==> config.mk <==
export PLATFORM = sky130hd
export DESIGN_NAME = grouped_ec_mac_array
export DESIGN_NICKNAME = d
export VERILOG_FILES = /design/src/rtl/ec_mac_pkg.sv /design/src/rtl/ec_mac_stage.sv /design/src/rtl/grouped_ec_mac_array.sv
export SDC_FILE = /design/constraint.sdc
export NUM_CORES = 1
export LEC_CHECK = 0
export BUFFER_PORTS_ARGS = -buffer_cell sky130_fd_sc_hd__buf_2
export CAP_MARGIN = 20
export CORE_UTILIZATION = 25
export DETAILED_ROUTE_END_ITERATION = 7
export GPL_TIMING_DRIVEN = 0
export PLACE_DENSITY = 0.44
export SETUP_SLACK_MARGIN = 0.2
export SLEW_MARGIN = 15
export SYNTH_ARGS = -nofsm -noshare
export SYNTH_HDL_FRONTEND = slang
export SYNTH_SLANG_ARGS = --single-unit
==> constraint.sdc <==
create_clock -name clk -period 13.85 [get_ports clk]
set_clock_uncertainty 0.2 [all_clocks]
set_input_delay 2.0775 -clock clk [delete_from_list [all_inputs] [get_ports clk]]
set_output_delay 2.0775 -clock clk [all_outputs]
set_load 0.01 [all_outputs]
==> src/rtl/ec_mac_pkg.sv <==
// ec_mac_pkg: shared default widths, stage token type and signed arithmetic helpers
package ec_mac_pkg;
    localparam int GROUP_SIZE_D = 4;
    localparam int DATA_W_D     = 8;
    localparam int ACC_W_D      = 24;
    localparam int CNT_W_D      = 16;
    localparam int MUL_W        = 64;
    typedef struct packed {
        logic                  valid;
        logic [ACC_W_D-1:0]    psum;
        logic [2*DATA_W_D-1:0] err_prod;
        logic                  err;
    } stage_tok_t;
    function automatic logic signed [MUL_W-1:0] mul_s(input logic signed [MUL_W-1:0] a,
                                                      input logic signed [MUL_W-1:0] b);
        return a * b;
    endfunction
    function automatic logic signed [MUL_W-1:0] sext(input logic signed [MUL_W-1:0] x);
        return x;
    endfunction
endpackage

==> src/rtl/ec_mac_stage.sv <==
// ec_mac_stage: one signed MAC register stage that can withhold its product for the next stage
module ec_mac_stage
    import ec_mac_pkg::*;
#(
    parameter int DATA_W = DATA_W_D,
    parameter int ACC_W  = ACC_W_D
) (
    input  logic                clk,
    input  logic                rst_n,
    input  logic                valid_i,
    input  logic                comp_en,
    input  logic [DATA_W-1:0]   weight,
    input  logic [DATA_W-1:0]   act,
    input  logic                err_flag,
    input  logic [ACC_W-1:0]    psum_i,
    input  logic [2*DATA_W-1:0] err_prod_i,
    input  logic                err_i,
    output logic                valid_o,
    output logic [ACC_W-1:0]    psum_o,
    output logic [2*DATA_W-1:0] err_prod_o,
    output logic                err_o
);
    localparam int PW = 2*DATA_W;
    logic [PW-1:0]    prod;
    logic             hold;
    logic             take;
    logic [ACC_W-1:0] psum_nxt;
    always_comb begin
        prod     = PW'(mul_s(sext(MUL_W'($signed(weight))), sext(MUL_W'($signed(act)))));
        hold     = comp_en & err_flag;
        take     = comp_en & err_i;
        psum_nxt = psum_i + (hold ? '0 : ACC_W'($signed(prod)))
                          + (take ? ACC_W'($signed(err_prod_i)) : '0);
    end
    always_ff @(posedge clk or negedge rst_n)
        if (!rst_n) begin
            valid_o    <= 1'b0;
            psum_o     <= '0;
            err_prod_o <= '0;
            err_o      <= 1'b0;
        end else begin
            valid_o <= valid_i;
            if (valid_i) begin
                psum_o     <= psum_nxt;
                err_prod_o <= hold ? prod : '0;
                err_o      <= hold;
            end
        end
endmodule

==> src/rtl/grouped_ec_mac_array.sv <==
// grouped_ec_mac_array: chain of error-compensating MAC stages with operand skew and error counter
module grouped_ec_mac_array
    import ec_mac_pkg::*;
#(
    parameter int GROUP_SIZE = GROUP_SIZE_D,
    parameter int DATA_W     = DATA_W_D,
    parameter int ACC_W      = ACC_W_D,
    parameter int CNT_W      = CNT_W_D
) (
    input  logic                         clk,
    input  logic                         rst_n,
    input  logic                         in_valid,
    input  logic [GROUP_SIZE*DATA_W-1:0] weight_i,
    input  logic [GROUP_SIZE*DATA_W-1:0] act_i,
    input  logic [GROUP_SIZE-1:0]        err_flag_i,
    input  logic [ACC_W-1:0]             psum_i,
    input  logic [2*DATA_W-1:0]          err_prod_i,
    input  logic                         err_i,
    input  logic                         comp_en,
    input  logic                         clr_cnt,
    output logic [GROUP_SIZE*DATA_W-1:0] act_o,
    output logic                         out_valid,
    output logic [ACC_W-1:0]             psum_o,
    output logic [2*DATA_W-1:0]          err_prod_o,
    output logic                         err_o,
    output logic [CNT_W-1:0]             err_cnt_o
);
    localparam int LW  = 2*DATA_W+2;
    localparam int PCW = $clog2(GROUP_SIZE+1);
    localparam int SW  = CNT_W+PCW;
    logic                               head_valid;
    logic                               head_err;
    logic [ACC_W-1:0]                   head_psum;
    logic [2*DATA_W-1:0]                head_err_prod;
    logic [GROUP_SIZE:0]                v;
    logic [GROUP_SIZE:0]                e;
    logic [GROUP_SIZE:0][ACC_W-1:0]     ps;
    logic [GROUP_SIZE:0][2*DATA_W-1:0]  ep;
    logic [PCW-1:0]                     pop;
    logic [SW-1:0]                      cnt_sum;
    always_ff @(posedge clk or negedge rst_n)
        if (!rst_n) begin
            head_valid    <= 1'b0;
            head_psum     <= '0;
            head_err_prod <= '0;
            head_err      <= 1'b0;
        end else begin
            head_valid <= in_valid;
            if (in_valid) begin
                head_psum     <= psum_i;
                head_err_prod <= err_prod_i;
                head_err      <= err_i;
            end
        end
    assign v[0]  = head_valid;
    assign ps[0] = head_psum;
    assign ep[0] = head_err_prod;
    assign e[0]  = head_err;
    // lane k = {weight, act, flag, comp_en}; lane[0] is the accept register, lane[k] feeds stage k
    for (genvar k = 0; k < GROUP_SIZE; k++) begin : g_stage
        logic [LW-1:0] lane [0:k];
        always_ff @(posedge clk or negedge rst_n)
            if (!rst_n) begin
                for (int j = 0; j <= k; j++) lane[j] <= '0;
            end else begin
                if (in_valid)
                    lane[0] <= {weight_i[k*DATA_W +: DATA_W], act_i[k*DATA_W +: DATA_W],
                                err_flag_i[k], comp_en};
                for (int j = 1; j <= k; j++) lane[j] <= lane[j-1];
            end
        assign act_o[k*DATA_W +: DATA_W] = lane[0][2 +: DATA_W];
        ec_mac_stage #(.DATA_W(DATA_W), .ACC_W(ACC_W)) u_stage (
            .clk        (clk),
            .rst_n      (rst_n),
            .valid_i    (v[k]),
            .comp_en    (lane[k][0]),
            .weight     (lane[k][DATA_W+2 +: DATA_W]),
            .act        (lane[k][2 +: DATA_W]),
            .err_flag   (lane[k][1]),
            .psum_i     (ps[k]),
            .err_prod_i (ep[k]),
            .err_i      (e[k]),
            .valid_o    (v[k+1]),
            .psum_o     (ps[k+1]),
            .err_prod_o (ep[k+1]),
            .err_o      (e[k+1])
        );
    end
    assign out_valid  = v[GROUP_SIZE];
    assign psum_o     = ps[GROUP_SIZE];
    assign err_prod_o = ep[GROUP_SIZE];
    assign err_o      = e[GROUP_SIZE];
    always_comb begin
        pop = '0;
        for (int i = 0; i < GROUP_SIZE; i++) pop = pop + PCW'(err_flag_i[i]);
        cnt_sum = SW'(err_cnt_o) + SW'(pop);
    end
    always_ff @(posedge clk or negedge rst_n)
        if (!rst_n)
            err_cnt_o <= '0;
        else if (clr_cnt)
            err_cnt_o <= '0;
        else if (in_valid && comp_en)
            err_cnt_o <= (cnt_sum > SW'({CNT_W{1'b1}})) ? '1 : cnt_sum[CNT_W-1:0];
endmodule

==> results.env <==
SETUP_VIOLATIONS=0
CTS_POST_SETUP_BUFFERS_INSERTED=0
POST-ROUTE-DRC-COUNT=0
GRT_SETUP_UNREPAIRED='false'
CRITICAL_PATH.REG2REG.ENDPOINT='g_stage[0].u_stage.psum_o[23]'
OVERFLOW=0
GLOBALROUTETOTALUTIL_PCT=12.5
GRT_FIRST_PASS_WIRELENGTH_UM=124000
SHARE_OF_THE_CORE_FILLED_WITH_CELLS_IN_THE_FINAL_LAYOUT_PCT=29.4
CRIT_SLOWEST_CELL='sky130_fd_sc_hd__dfrtp_1'
FINALWORSTPATHREQUIREDPERIOD_NS=8.04
MAXCAPVIOLCOUNT=0
FIN_AREA_UM2=35800
CRIT_ARRIVAL_NS=8.41
CP_DATA_REQUIRED_TIME_NS=14.22
POSTCTSHOLDBUFS=0
MAXSLEWVIOLCOUNT=0
DESIGN.FINAL.NETS=3737
GRT_START_MAX_NET_PINS=102
DETAILED_PLACE.AREA_UM2=34000
FIRST_GLOBAL_VIAS=21361
CRITICAL_PATH_CLASS='reg -> reg'
CRIT_PATH_MAX_INCR_DELAY_NS=0.58
RUN_STATUS='completed'
SITE_ROWS=128
SETUP.WORST_PATH.END='g_stage[0].u_stage.psum_o[23]'
SYNTH_AREA_PER_CELL_UM2=10.9
DIEHEIGHT_UM=353
CLK_PIN_SLEW_WORST_PATHS_NS=0.07
ANTENNA_FOUND_INITIAL=9
FINAL.HOLD.WORST_SLACK_NS=0.145
YS_SEQ_AREA_SHARE_PCT=32.5
CTS_RESIZED=0
TIMING.SLEW.HEADROOM_PCT=41.5
WORST_SETUP_PATH_STARTPOINT='g_stage[0].lane[2]'
REPORT.FINAL.HOLD_VIOL_COUNT=0
CRITICAL-PATH-TOP-CELL-BY-COUNT='sky130_fd_sc_hd__fa_1'
PATH_MAX_FANOUT=11
ROUTED_WIRELENGTH_UM=77000
POST_ROUTE_CELLS_DRIVE_ABOVE_1_SHARE_PCT=17.7
WORST-R2R-CELL-COUNT=28
PORT_BUFFERS=202
SYNTH_NET_COUNT=3474
WORSTMARGINPINSLEW_NS=0.878
PLACEABLECOREAREA_UM2=122000
SYNTH.FF_LATCH_COUNT=400
CTS_HTREE_LEVELS=2
MIN_PERIOD_OVER_PERIOD_PCT=58.0
CTS_MAX_PATH_BUFFERS=3
WORST_HOLD_PATH_TYPE='reg -> reg'
INITIAL_UTILIZATION_PCT=25.2
CLOCKROOTBUFFER='sky130_fd_sc_hd__clkbuf_16'
PLACE_HPWL_UM=61400
SYN_INST=2836
POST_DRT_WL_PER_CELL_UM=16.2
SYN_AREA_UM2=30800
TOTAL_VIA_COUNT_AFTER_DETAILED_ROUTING=20356
DRTITER0DRC=733
GP_ROUTABILITY_CONGESTION=0.781
FLOORPLAN.DIE_AREA_UM2=125000
TIMING.CRITICAL_PATH.TO_TYPE='flip-flop'
SYNTH_LARGEST_TYPE_AREA_FRACTION_PCT=32.5
DETAIL-ROUTE-ANTENNA-NETS=0
YS_TYPES=73
TIMING.FMAX_MHz=124
WORST_SETUP_PATH_START_KIND='flip-flop'
CLOCK_LATENCY_NS=0.65
DIE_W_UM=353
NUMBER_OF_CTS_INSERTED_BUFFERS=53
SYNTH_WARNINGS=0
STARTPOINT_OF_THE_WORST_SLACK_REG_TO_REG_TIMING_PATH='g_stage[0].lane[2]'
SYNTH_ENABLE_FLOP_CELLS=0
SYNTHFLOPTYPE='sky130_fd_sc_hd__dfrtp_1'
CLOCK_SINK_COUNT=400
FINAL.FILL_COUNT=12931
IO_PINS=204
SYN2LAYOUT_AREA_GROWTH_PCT=16.4
SYNTH_LARGEST_AREA_CELL='sky130_fd_sc_hd__dfrtp_1'
DRT_FIRST_PASS_ITERS=5
CTS_TREE='yes'
ASYNCSETRESETFLOPFRACSYNTH_PCT=100
REG2REG_SETUP_SLACK_NS=5.81
SYNTHTOPCELLSBYAREA='sky130_fd_sc_hd__dfrtp_1 (33%), sky130_fd_sc_hd__fa_1 (21%), sky130_fd_sc_hd__ha_1 (8.3%)'
VIASPERCELL=4.27
FIN_SETUP_TNS_NS=0
## stage by stage
stage,std cells,worst slack (ns)
2_1_floorplan,2836,6.22
3_3_place_gp,4663,1.58
3_5_place_dp,4669,5.74
4_1_cts,4769,5.72
5_1_grt,4769,5.41
6_report,4770,5.81
## per-layer routing
layer / wire, µm / track usage [%]
met1: 35800 / 16.7
met2: 36500 / 20.8
met3: 2940 / 2.20
met4: 1730 / 3.40
met5: 112 / 0
## registers in the layout (all words and copies together), names as in the netlist, 4 cells and up
register and flops:
g_stage.u_stage.psum_o 96, g_stage.lane 150, head_psum 24, act_o 24, g_stage.u_stage.err_o 4, g_stage.u_stage.valid_o 4
err_cnt_o 16, head_err_prod 16, g_stage.u_stage.err_prod_o 64
## cells by family after synthesis
kind of cell	after synthesis	synth area share [%]
simple gates	670	11.4
fa+ha+maj	524	29.1
buf+inv	502	6.70
compound gates	403	9.08
flops	400	32.5
mux	187	6.82
xor+xnor	150	4.41
## how the worst min path moves through the flow
stage	startpoint	end	slack [ns]	depth (start not counted)
2_1_floorplan	g_stage[2].lane[28]	g_stage[2].lane[10]	0.13	0
3_3_place_gp	g_stage[3].lane[19]	g_stage[3].lane[1]	0.13	0
3_5_place_dp	g_stage[3].lane[21]	g_stage[3].lane[3]	0.13	0
4_1_cts	g_stage[3].lane[29]	g_stage[3].lane[11]	0.15	0
5_1_grt	g_stage[3].lane[34]	g_stage[3].lane[16]	0.15	0
6_report	g_stage[3].lane[28]	g_stage[3].lane[10]	0.15	0
## layout make-up
class | instances | area (µm²) | share of cell area (%)
multi-input combinational | 1934 | 18700 | 52.2
buffer | 110 | 597 | 1.66
timing repair buffer | 208 | 1150 | 3.20
clock buffer | 73 | 1510 | 4.22
tap | 1625 | 2030 | 5.67
inverter | 392 | 1470 | 4.10
clock inverter | 27 | 353 | 0.984
antenna | 1 | 2.50 | 0.00698
sequential | 400 | 10000 | 27.9
## worst max-delay path: cells and delay by family (launching register included)
kind	cells	cell delay [ns]
adders and majority gates	7	3.16
AOI/OAI and AO/OA	13	2.50
xor gates and xnor gates	2	0.80
DFF	1	0.58
and+or+nand+nor	2	0.51
buffers and inverters	4	0.20
## placed cells by master (no fill, tap or decap), drive strengths merged, types with 7 or more instances in the layout
cell type	netlist	final
a211o	11	11
a211oi	19	19
a21o	46	46
a21oi	98	98
a31o	8	8
a31oi	9	9
and2	191	191
and3	73	73
buf	58	266
clkbuf	52	125
clkinv	0	12
dfrtp	400	400
fa	319	319
ha	205	205
inv	392	395
mux2	180	180
mux2i	7	7
nand2	143	143
nand2b	15	15
nand3	41	41
nand4	13	13
nor2	110	110
nor2b	38	38
nor3	22	22
o21a	14	14
o21ai	67	67
o21bai	22	22
o2bb2ai	53	53
o31ai	15	15
or3	10	10
xnor2	108	108
xor2	39	39
## synthesized netlist by cell type (18+ instances only)
library cell,number
sky130_fd_sc_hd__dfrtp_1,400
sky130_fd_sc_hd__inv_1,391
sky130_fd_sc_hd__fa_1,319
sky130_fd_sc_hd__ha_1,205
sky130_fd_sc_hd__and2_1,187
sky130_fd_sc_hd__mux2_2,179
sky130_fd_sc_hd__nand2_1,143
sky130_fd_sc_hd__nor2_1,109
sky130_fd_sc_hd__xnor2_1,108
sky130_fd_sc_hd__a21oi_1,97
sky130_fd_sc_hd__and3_1,73
sky130_fd_sc_hd__o21ai_0,63
sky130_fd_sc_hd__o2bb2ai_1,53
sky130_fd_sc_hd__clkbuf_1,52
sky130_fd_sc_hd__buf_4,48
sky130_fd_sc_hd__a21o_1,46
sky130_fd_sc_hd__nand3_1,40
sky130_fd_sc_hd__xor2_1,39
sky130_fd_sc_hd__nor2b_1,38
sky130_fd_sc_hd__nor3_1,22
sky130_fd_sc_hd__o21bai_1,22
sky130_fd_sc_hd__a211oi_1,18
Power is left out: the tool's default activity adds up to more than one toggle a clock period on the data nets, which glitch-free logic cannot reach.
